--- src/rtl/cell_segmenter_pkg.sv ---
// cell_segmenter_pkg: shared constants, state encoding and pointer-word
// helper for the cell segmenter.
//   CELL_WORDS / WORD_BYTES : cell geometry (4 x 128-bit words, 16 bytes each)
//   PTR_* : field positions inside the 16-bit cell pointer word
//   seg_state_t : segmenter FSM state encoding
//   make_ptr() : assembles a pointer word from portmap and cell count
package cell_segmenter_pkg;

  localparam int CELL_WORDS      = 4;
  localparam int WORD_BYTES      = 16;
  localparam int WORD_BITS       = WORD_BYTES * 8;
  localparam int PTR_PORTMAP_LSB = 8;
  localparam int PTR_PORTMAP_W   = 4;
  localparam int PTR_COUNT_LSB   = 0;
  localparam int PTR_COUNT_W     = 6;

  typedef enum logic [2:0] {
    ST_IDLE,
    ST_FILL,
    ST_PAD,
    ST_PTR,
    ST_DROP
  } seg_state_t;

  // Unused pointer bits stay zero.
  function automatic logic [15:0] make_ptr(input logic [PTR_PORTMAP_W-1:0] portmap,
                                           input logic [PTR_COUNT_W-1:0]   count);
    logic [15:0] w;
    w = '0;
    w[PTR_PORTMAP_LSB +: PTR_PORTMAP_W] = portmap;
    w[PTR_COUNT_LSB   +: PTR_COUNT_W]   = count;
    return w;
  endfunction

endpackage

--- src/rtl/cell_segmenter_if.sv ---
// cell_segmenter_if: groups the byte ingress handshake and the switch-core
// cell write bus.
//   slave  : the segmenter (consumes bytes, drives cell data/pointer writes)
//   master : the environment (drives bytes and backpressure)
interface cell_segmenter_if;
  import cell_segmenter_pkg::*;

  logic [7:0]           in_data;
  logic                 in_valid;
  logic                 in_last;
  logic [3:0]           in_portmap;
  logic                 in_ready;
  logic [WORD_BITS-1:0] cell_data_din;
  logic                 cell_data_wr;
  logic [15:0]          cell_ptr_din;
  logic                 cell_ptr_wr;
  logic                 cell_bp;

  modport slave (
    input  in_data, in_valid, in_last, in_portmap, cell_bp,
    output in_ready, cell_data_din, cell_data_wr, cell_ptr_din, cell_ptr_wr
  );

  modport master (
    output in_data, in_valid, in_last, in_portmap, cell_bp,
    input  in_ready, cell_data_din, cell_data_wr, cell_ptr_din, cell_ptr_wr
  );

endinterface

--- src/rtl/cell_byte_packer.sv ---
// cell_byte_packer: packs bytes into 128-bit words, byte 0 in the top lane.
//   byte_data/byte_we : byte to store this cycle
//   flush             : with byte_we, the byte is the last one; emit the word zero-filled
//   pad               : emit an all-zero word (ignored when byte_we is high)
//   word_data/word_wr : registered word and one-cycle write strobe
//   word_full         : the next stored byte completes the word
//   word_empty        : no bytes currently held
module cell_byte_packer
  import cell_segmenter_pkg::*;
(
  input  logic                 clk,
  input  logic                 rst,
  input  logic [7:0]           byte_data,
  input  logic                 byte_we,
  input  logic                 flush,
  input  logic                 pad,
  output logic [WORD_BITS-1:0] word_data,
  output logic                 word_wr,
  output logic                 word_full,
  output logic                 word_empty
);

  logic [3:0]           idx_reg;
  logic [WORD_BITS-1:0] acc_reg;
  logic [WORD_BITS-1:0] merged;
  logic [WORD_BITS-1:0] word_data_reg;
  logic                 word_wr_reg;

  // The accumulator is cleared after every word, so lanes past the current
  // index are already zero and a flush needs no extra masking.
  generate
    for (genvar gi = 0; gi < WORD_BYTES; gi++) begin : g_lane
      assign merged[WORD_BITS-1-8*gi -: 8] =
        (idx_reg == 4'(gi)) ? byte_data : acc_reg[WORD_BITS-1-8*gi -: 8];
    end
  endgenerate

  assign word_full  = (idx_reg == 4'(WORD_BYTES - 1));
  assign word_empty = (idx_reg == 4'd0);
  assign word_data  = word_data_reg;
  assign word_wr    = word_wr_reg;

  always_ff @(posedge clk or posedge rst) begin
    if (rst) begin
      idx_reg       <= '0;
      acc_reg       <= '0;
      word_data_reg <= '0;
      word_wr_reg   <= 1'b0;
    end else begin
      word_wr_reg <= 1'b0;
      if (byte_we) begin
        if (flush || word_full) begin
          word_data_reg <= merged;
          word_wr_reg   <= 1'b1;
          acc_reg       <= '0;
          idx_reg       <= '0;
        end else begin
          acc_reg <= merged;
          idx_reg <= idx_reg + 4'd1;
        end
      end else if (pad) begin
        word_data_reg <= '0;
        word_wr_reg   <= 1'b1;
      end
    end
  end

endmodule

--- src/rtl/cell_segmenter.sv ---
// cell_segmenter: cuts ingress frames into 64-byte cells (4 x 128-bit words),
// zero-pads the final cell, then writes one pointer word per frame.
//   clk, rst     : clock and asynchronous active-high reset
//   bus          : byte ingress + cell data/pointer write bus (slave side)
//   err_oversize : one-cycle pulse when a frame exceeds MAX_CELLS cells
//   frame_cnt    : number of pointer words written (wraps)
module cell_segmenter
  import cell_segmenter_pkg::*;
#(
  parameter int MAX_CELLS = 24
) (
  input  logic             clk,
  input  logic             rst,
  cell_segmenter_if.slave  bus,
  output logic             err_oversize,
  output logic [15:0]      frame_cnt
);

  localparam logic [1:0] LAST_WORD = 2'(CELL_WORDS - 1);

  seg_state_t  state_reg, state_next;
  logic [1:0]  word_idx_reg, word_idx_cur;
  logic [5:0]  cell_cnt_reg, cell_cnt_cur;
  logic [3:0]  portmap_reg;
  logic        in_ready_reg, in_ready_next;
  logic [15:0] ptr_din_reg;
  logic        ptr_wr_reg;
  logic        err_reg;
  logic [15:0] frame_cnt_reg;

  logic accept, byte_we, flush, pad, word_done, clear, ptr_fire, oversize;
  logic word_full, word_empty, cell_limit;

  cell_byte_packer u_packer (
    .clk        (clk),
    .rst        (rst),
    .byte_data  (bus.in_data),
    .byte_we    (byte_we),
    .flush      (flush),
    .pad        (pad),
    .word_data  (bus.cell_data_din),
    .word_wr    (bus.cell_data_wr),
    .word_full  (word_full),
    .word_empty (word_empty)
  );

  // Backpressure only gates the start of a frame; once filling, the core's
  // margin absorbs a whole maximum-size frame.
  assign bus.in_ready = in_ready_reg && !((state_reg == ST_IDLE) && bus.cell_bp);
  assign accept       = bus.in_valid && bus.in_ready;
  // A byte arriving on a cell boundary with the cell budget used up would
  // open one cell too many.
  assign cell_limit   = word_empty && (word_idx_reg == 2'd0) &&
                        (cell_cnt_reg == 6'(MAX_CELLS));

  always_comb begin
    state_next = state_reg;
    byte_we    = 1'b0;
    flush      = 1'b0;
    pad        = 1'b0;
    word_done  = 1'b0;
    clear      = 1'b0;
    ptr_fire   = 1'b0;
    oversize   = 1'b0;
    case (state_reg)
      ST_IDLE: if (accept) begin
        clear      = 1'b1;
        byte_we    = 1'b1;
        flush      = bus.in_last;
        word_done  = bus.in_last;
        state_next = bus.in_last ? ST_PAD : ST_FILL;
      end
      ST_FILL: if (accept) begin
        if (cell_limit) begin
          oversize   = 1'b1;
          state_next = bus.in_last ? ST_PTR : ST_DROP;
        end else begin
          byte_we   = 1'b1;
          flush     = bus.in_last;
          word_done = bus.in_last || word_full;
          if (bus.in_last)
            state_next = (word_idx_reg == LAST_WORD) ? ST_PTR : ST_PAD;
        end
      end
      ST_PAD: begin
        pad       = 1'b1;
        word_done = 1'b1;
        if (word_idx_reg == LAST_WORD)
          state_next = ST_PTR;
      end
      ST_DROP: if (accept && bus.in_last) state_next = ST_PTR;
      ST_PTR: begin
        ptr_fire   = 1'b1;
        state_next = ST_IDLE;
      end
      default: state_next = ST_IDLE;
    endcase
  end

  // Counters restart from zero on the first byte of a frame.
  assign word_idx_cur = clear ? 2'd0 : word_idx_reg;
  assign cell_cnt_cur = clear ? 6'd0 : cell_cnt_reg;

  // Readiness is registered from the next state. After a pointer write the
  // segmenter sits one extra cycle in IDLE unready, so the pointer reaches
  // the core (and its backpressure can react) before the next frame starts.
  always_comb begin
    case (state_next)
      ST_FILL, ST_DROP: in_ready_next = 1'b1;
      ST_IDLE:          in_ready_next = (state_reg == ST_IDLE);
      default:          in_ready_next = 1'b0;
    endcase
  end

  always_ff @(posedge clk or posedge rst) begin
    if (rst) begin
      state_reg     <= ST_IDLE;
      word_idx_reg  <= '0;
      cell_cnt_reg  <= '0;
      portmap_reg   <= '0;
      in_ready_reg  <= 1'b0;
      ptr_din_reg   <= '0;
      ptr_wr_reg    <= 1'b0;
      err_reg       <= 1'b0;
      frame_cnt_reg <= '0;
    end else begin
      state_reg    <= state_next;
      in_ready_reg <= in_ready_next;
      err_reg      <= oversize;
      ptr_wr_reg   <= ptr_fire;
      if (clear)
        portmap_reg <= bus.in_portmap;
      word_idx_reg <= word_done ? word_idx_cur + 2'd1 : word_idx_cur;
      cell_cnt_reg <= (word_done && (word_idx_cur == LAST_WORD)) ? cell_cnt_cur + 6'd1
                                                                  : cell_cnt_cur;
      if (ptr_fire) begin
        ptr_din_reg   <= make_ptr(portmap_reg, cell_cnt_reg);
        frame_cnt_reg <= frame_cnt_reg + 16'd1;
      end
    end
  end

  assign bus.cell_ptr_din = ptr_din_reg;
  assign bus.cell_ptr_wr  = ptr_wr_reg;
  assign err_oversize     = err_reg;
  assign frame_cnt        = frame_cnt_reg;

endmodule

--- src/flat_wrapper.sv ---
// flat-port wrapper written by rule: the top's interface ports become plain ports
module cell_segmenter_flat import cell_segmenter_pkg::*;
#(
  parameter int MAX_CELLS = 24
)
  (clk, rst, err_oversize, frame_cnt, bus_in_data, bus_in_valid, bus_in_last, bus_in_portmap, bus_cell_bp, bus_in_ready, bus_cell_data_din, bus_cell_data_wr, bus_cell_ptr_din, bus_cell_ptr_wr);
  cell_segmenter_if bus_i ();
  input  logic clk;
  input  logic rst;
  output logic err_oversize;
  output logic [15:0] frame_cnt;
  input wire logic [$bits(bus_i.in_data)-1:0] bus_in_data;
  input wire logic [$bits(bus_i.in_valid)-1:0] bus_in_valid;
  input wire logic [$bits(bus_i.in_last)-1:0] bus_in_last;
  input wire logic [$bits(bus_i.in_portmap)-1:0] bus_in_portmap;
  input wire logic [$bits(bus_i.cell_bp)-1:0] bus_cell_bp;
  output wire logic [$bits(bus_i.in_ready)-1:0] bus_in_ready;
  output wire logic [$bits(bus_i.cell_data_din)-1:0] bus_cell_data_din;
  output wire logic [$bits(bus_i.cell_data_wr)-1:0] bus_cell_data_wr;
  output wire logic [$bits(bus_i.cell_ptr_din)-1:0] bus_cell_ptr_din;
  output wire logic [$bits(bus_i.cell_ptr_wr)-1:0] bus_cell_ptr_wr;
  assign bus_i.in_data = bus_in_data;
  assign bus_i.in_valid = bus_in_valid;
  assign bus_i.in_last = bus_in_last;
  assign bus_i.in_portmap = bus_in_portmap;
  assign bus_i.cell_bp = bus_cell_bp;
  assign bus_in_ready = bus_i.in_ready;
  assign bus_cell_data_din = bus_i.cell_data_din;
  assign bus_cell_data_wr = bus_i.cell_data_wr;
  assign bus_cell_ptr_din = bus_i.cell_ptr_din;
  assign bus_cell_ptr_wr = bus_i.cell_ptr_wr;
  cell_segmenter #(.MAX_CELLS(MAX_CELLS)) u_core (.clk(clk), .rst(rst), .bus(bus_i), .err_oversize(err_oversize), .frame_cnt(frame_cnt));
endmodule
--- config.mk ---
export PLATFORM = sky130hd
export DESIGN_NAME = cell_segmenter_flat
export DESIGN_NICKNAME = d
export VERILOG_FILES = /design/src/rtl/cell_segmenter_pkg.sv /design/src/rtl/cell_segmenter_if.sv /design/src/rtl/cell_byte_packer.sv /design/src/rtl/cell_segmenter.sv /design/src/flat_wrapper.sv
export SDC_FILE = /design/constraint.sdc
export NUM_CORES = 1
export LEC_CHECK = 0
export CAP_MARGIN = 20
export CORE_MARGIN = 2
export CORE_UTILIZATION = 50
export CTS_CLUSTER_DIAMETER = 120
export DETAILED_ROUTE_END_ITERATION = 8
export PLACE_DENSITY = 0.74
export SLEW_MARGIN = 15
export SYNTH_ARGS = -nofsm -noshare
export SYNTH_HDL_FRONTEND = slang
export SYNTH_HIERARCHICAL = 1
export SYNTH_SLANG_ARGS = --single-unit
--- constraint.sdc ---
create_clock -name clk -period 9.71 [get_ports clk]
set_clock_uncertainty 0.15 [all_clocks]
set_input_delay 1.942 -clock clk [delete_from_list [all_inputs] [get_ports clk]]
set_output_delay 1.942 -clock clk [all_outputs]
set_load 0.02 [all_outputs]
==> run summary <==
commonest non-fill, non-tap cell in the layout -> dfrtp_1
Fin. Hold Viols -> 0
DRT Wirelength -> 34600 um
PwrDens -> 273 mW/mm2
Crit. path cell count -> 4
Met2 Wirelength -> 16200 um
die height -> 169 um
clock slew at the register clock pins of the worst setup and hold paths -> 0.06 ns
FP Rows -> 60
Sink Count -> 305
ANT nets after route -> 0
Period minus WS final -> 5.48 ns
Yosys reg bits -> 305
DRC -> 0
Setup TNS Final -> 0 ns
status -> complete, no violations
Post-synth EDFFs -> 0
register area share after synthesis -> 0.561
worst setup margin -> 4.23 ns
post-detail-place hpwl -> 21000 um
WP data arrival -> 3.39 ns
Post-CTS Setup Repair Bufs -> 0
mapped cell area -> 0.0136 mm2
nets@finish -> 1282
Post-CTS Hold Buffers -> 0
maximum clock insertion buffer count -> 3
VDD IR max -> 0.142 mV
syn_area_per_cell -> 12.0 um2
GRT Total Usage -> 0.240
initial antenna violation count -> 0
crit path capture -> bus_in_ready
reg2reg setup slack -> 4.73 ns
cell mode on critical path -> clkdlybuf4s50_1
FMAX -> 0.182 GHz
DP Cell Count -> 1562
area of the core -> 0.0268 mm2
most frequent cells in the layout -> dfrtp_1, clkdlybuf4s50_1, o2bb2ai_1
worst path required time -> 7.62 ns
crit-path cells -> clkdlybuf4s50_1 > nor2b_1 > a21boi_0 > clkdlybuf4s50_1
CTS resizes -> 0
Area growth syn-to-layout -> 20.5%
fin crit share -> 0.565
DRT iter0 DRCs -> 952
clock latency on the worst-skew pair -> 0.55 ns
Setup crit start -> bus_cell_bp
worst slack, placed -> 3.76 ns
Worst Tran Pin Value -> 0.892 ns
M1 WL -> 15800 um
RSZ-0062 raised after global routing -> no
Vias -> 9597
Async SR Flop Fraction -> 1.00
GPL Wtd Cong -> 0.851
post-synth cell types -> 65
Cells after Synth -> 1133
Max Used Layer -> met4
Final setup viols -> 0
vias in the first global route -> 9632
starting density of the core -> 0.507
I/O pins -> 181
worst path bufs/invs -> 2
die width -> 169 um
CTS H-Tree Depth -> 1
CTS Buf Count -> 31
Vias/cell -> 5.93
largest stage delay on the critical path -> 0.63 ns
Crit. End Element -> output pin
worst r2r dst -> u_core/u_packer/word_data[100]
CTS tree -> built
critical path class -> input pin to output pin
Synth Flop Type -> dfrtp_1
Non-Filler Instances -> 1618
PortBufs -> 174
Final Power -> 4470 uW
YS warnings -> 6
Root Driver -> clkbuf_16
DR WL met3 -> 2050 um
Die ar. -> 0.0285 mm2
Leakage Power -> 0.00777 uW
MaxCap Viol Count -> 0
first-pass GRT wire length -> 54800 um
Initial DRT Pass Iterations -> 5
hold crit path type -> flop to flop
GRT overflow -> 0
critical path's top delay family -> buffers and inverters
critical path launch point type -> input pin
layout cells sized above 1 -> 0.0807
maximum fanout along the worst path -> 4
reg-to-reg startpoint -> u_core/u_packer/idx_reg[0]
Relative slew margins -> 0.406
largest net degree at the start of global routing -> 97
max-slew violation count -> 0
Worst path slowest cell -> clkdlybuf4s50_1
worst-case reg-to-reg path depth -> 12
worst hold slack -> 0.320 ns
routed len/inst -> 21.4 um
diode count -> 0
[area by class of cell]
cell class | count | area, um2
fillers | 2124 | 10400
clock buffers | 45 | 898
repair buffers | 195 | 1920
inverters | 22 | 91.3
flip-flops and latches | 305 | 7630
multi-input cells | 700 | 5320
clock inverters | 10 | 93.8
well taps | 341 | 427
[power by group]
| part | internal (uW) | switching [uW] |
|---|---|---|
| Clock | 666 | 490 |
| Sequential | 1590 | 208 |
| Combinational | 620 | 899 |
[cell usage after synthesis, types with 3 or more instances]
library cell / n / share of area
a21o_1: 3 / 0.0017
a21oi_1: 4 / 0.0015
a22o_1: 31 / 0.020
a32o_1: 9 / 0.0066
and2_1: 11 / 0.0051
and3_1: 9 / 0.0041
buf_2: 47 / 0.017
buf_4: 11 / 0.0061
buf_6: 11 / 0.0091
clkbuf_1: 39 / 0.011
clkbuf_2: 3 / 0.0011
dfrtp_1: 305 / 0.56
ha_1: 10 / 0.0092
inv_1: 21 / 0.0058
mux2_4: 4 / 0.0044
mux2i_1: 129 / 0.095
nand2_1: 122 / 0.034
nand2b_1: 5 / 0.0023
nand3_1: 18 / 0.0066
nand3b_1: 8 / 0.0044
nand4_1: 12 / 0.0055
nor2_1: 14 / 0.0039
nor2_2: 3 / 0.0014
nor2b_1: 3 / 0.0014
nor3_1: 3 / 0.0011
nor4_1: 3 / 0.0014
o211a_1: 4 / 0.0029
o21ai_0: 17 / 0.0063
o21ai_2: 3 / 0.0019
o22ai_1: 49 / 0.023
o2bb2ai_1: 161 / 0.10
xnor2_1: 12 / 0.0077
xor2_1: 7 / 0.0045
[worst register-to-register path, cell delays in order (launching register included)]
cell	delay, ns
dfrtp_1	0.45
inv_1	0.19
ha_1	0.27
or3b_2	0.65
clkinv_2	0.14
nor3b_1	0.25
nand4_2	0.21
nand3_1	0.19
nand2_1	0.47
buf_4	0.43
nand2_4	0.40
buf_4	0.75
o2bb2ai_1	0.28
[worst min-delay path by stage]
| stage | cells after the start | slack [ns] | startpoint | end |
|---|---|---|---|---|
| 2_1_floorplan | 2 | 0.28 | u_core/portmap_reg[3] | u_core/bus.cell_ptr_din[11] |
| 3_3_place_gp | 2 | 0.30 | u_core/portmap_reg[3] | u_core/bus.cell_ptr_din[11] |
| 3_5_place_dp | 2 | 0.31 | u_core/portmap_reg[3] | u_core/bus.cell_ptr_din[11] |
| 4_1_cts | 2 | 0.33 | u_core/portmap_reg[2] | u_core/bus.cell_ptr_din[10] |
| 5_1_grt | 1 | 0.35 | u_core/frame_cnt[15] | u_core/frame_cnt[15] |
| 6_report | 1 | 0.32 | u_core/frame_cnt[15] | u_core/frame_cnt[15] |
[kinds of logic after synthesis]
kind of cell | count (synthesis) | share of synthesized area
AO/OA/AOI/OAI | 296 | 0.178
XOR/XNOR | 19 | 0.0122
adder cells (fa/ha/maj) | 10 | 0.00920
buffers and inverters | 133 | 0.0505
flip-flops | 305 | 0.561
multiplexers | 135 | 0.101
other | 1 | 0.000276
AND/OR/NAND/NOR | 234 | 0.0880
[per-stage QoR]
step	cell area [um2]	utilization
2_1_floorplan	13600	-
3_3_place_gp	15400	0.573
3_5_place_dp	15400	0.573
4_1_cts	16400	0.610
5_1_grt	16400	0.611
6_report	16400	0.611
[per-layer routing]
metal | vias up | GRT usage
met2 | 325 | 0.380
met5 | - | 0
met3 | 54 | 0.0376
met1 | 4820 | 0.350
li1 | 4398 | -
met4 | 0 | 0.0558
No activity file was read; power rests on OpenSTA's default activity.
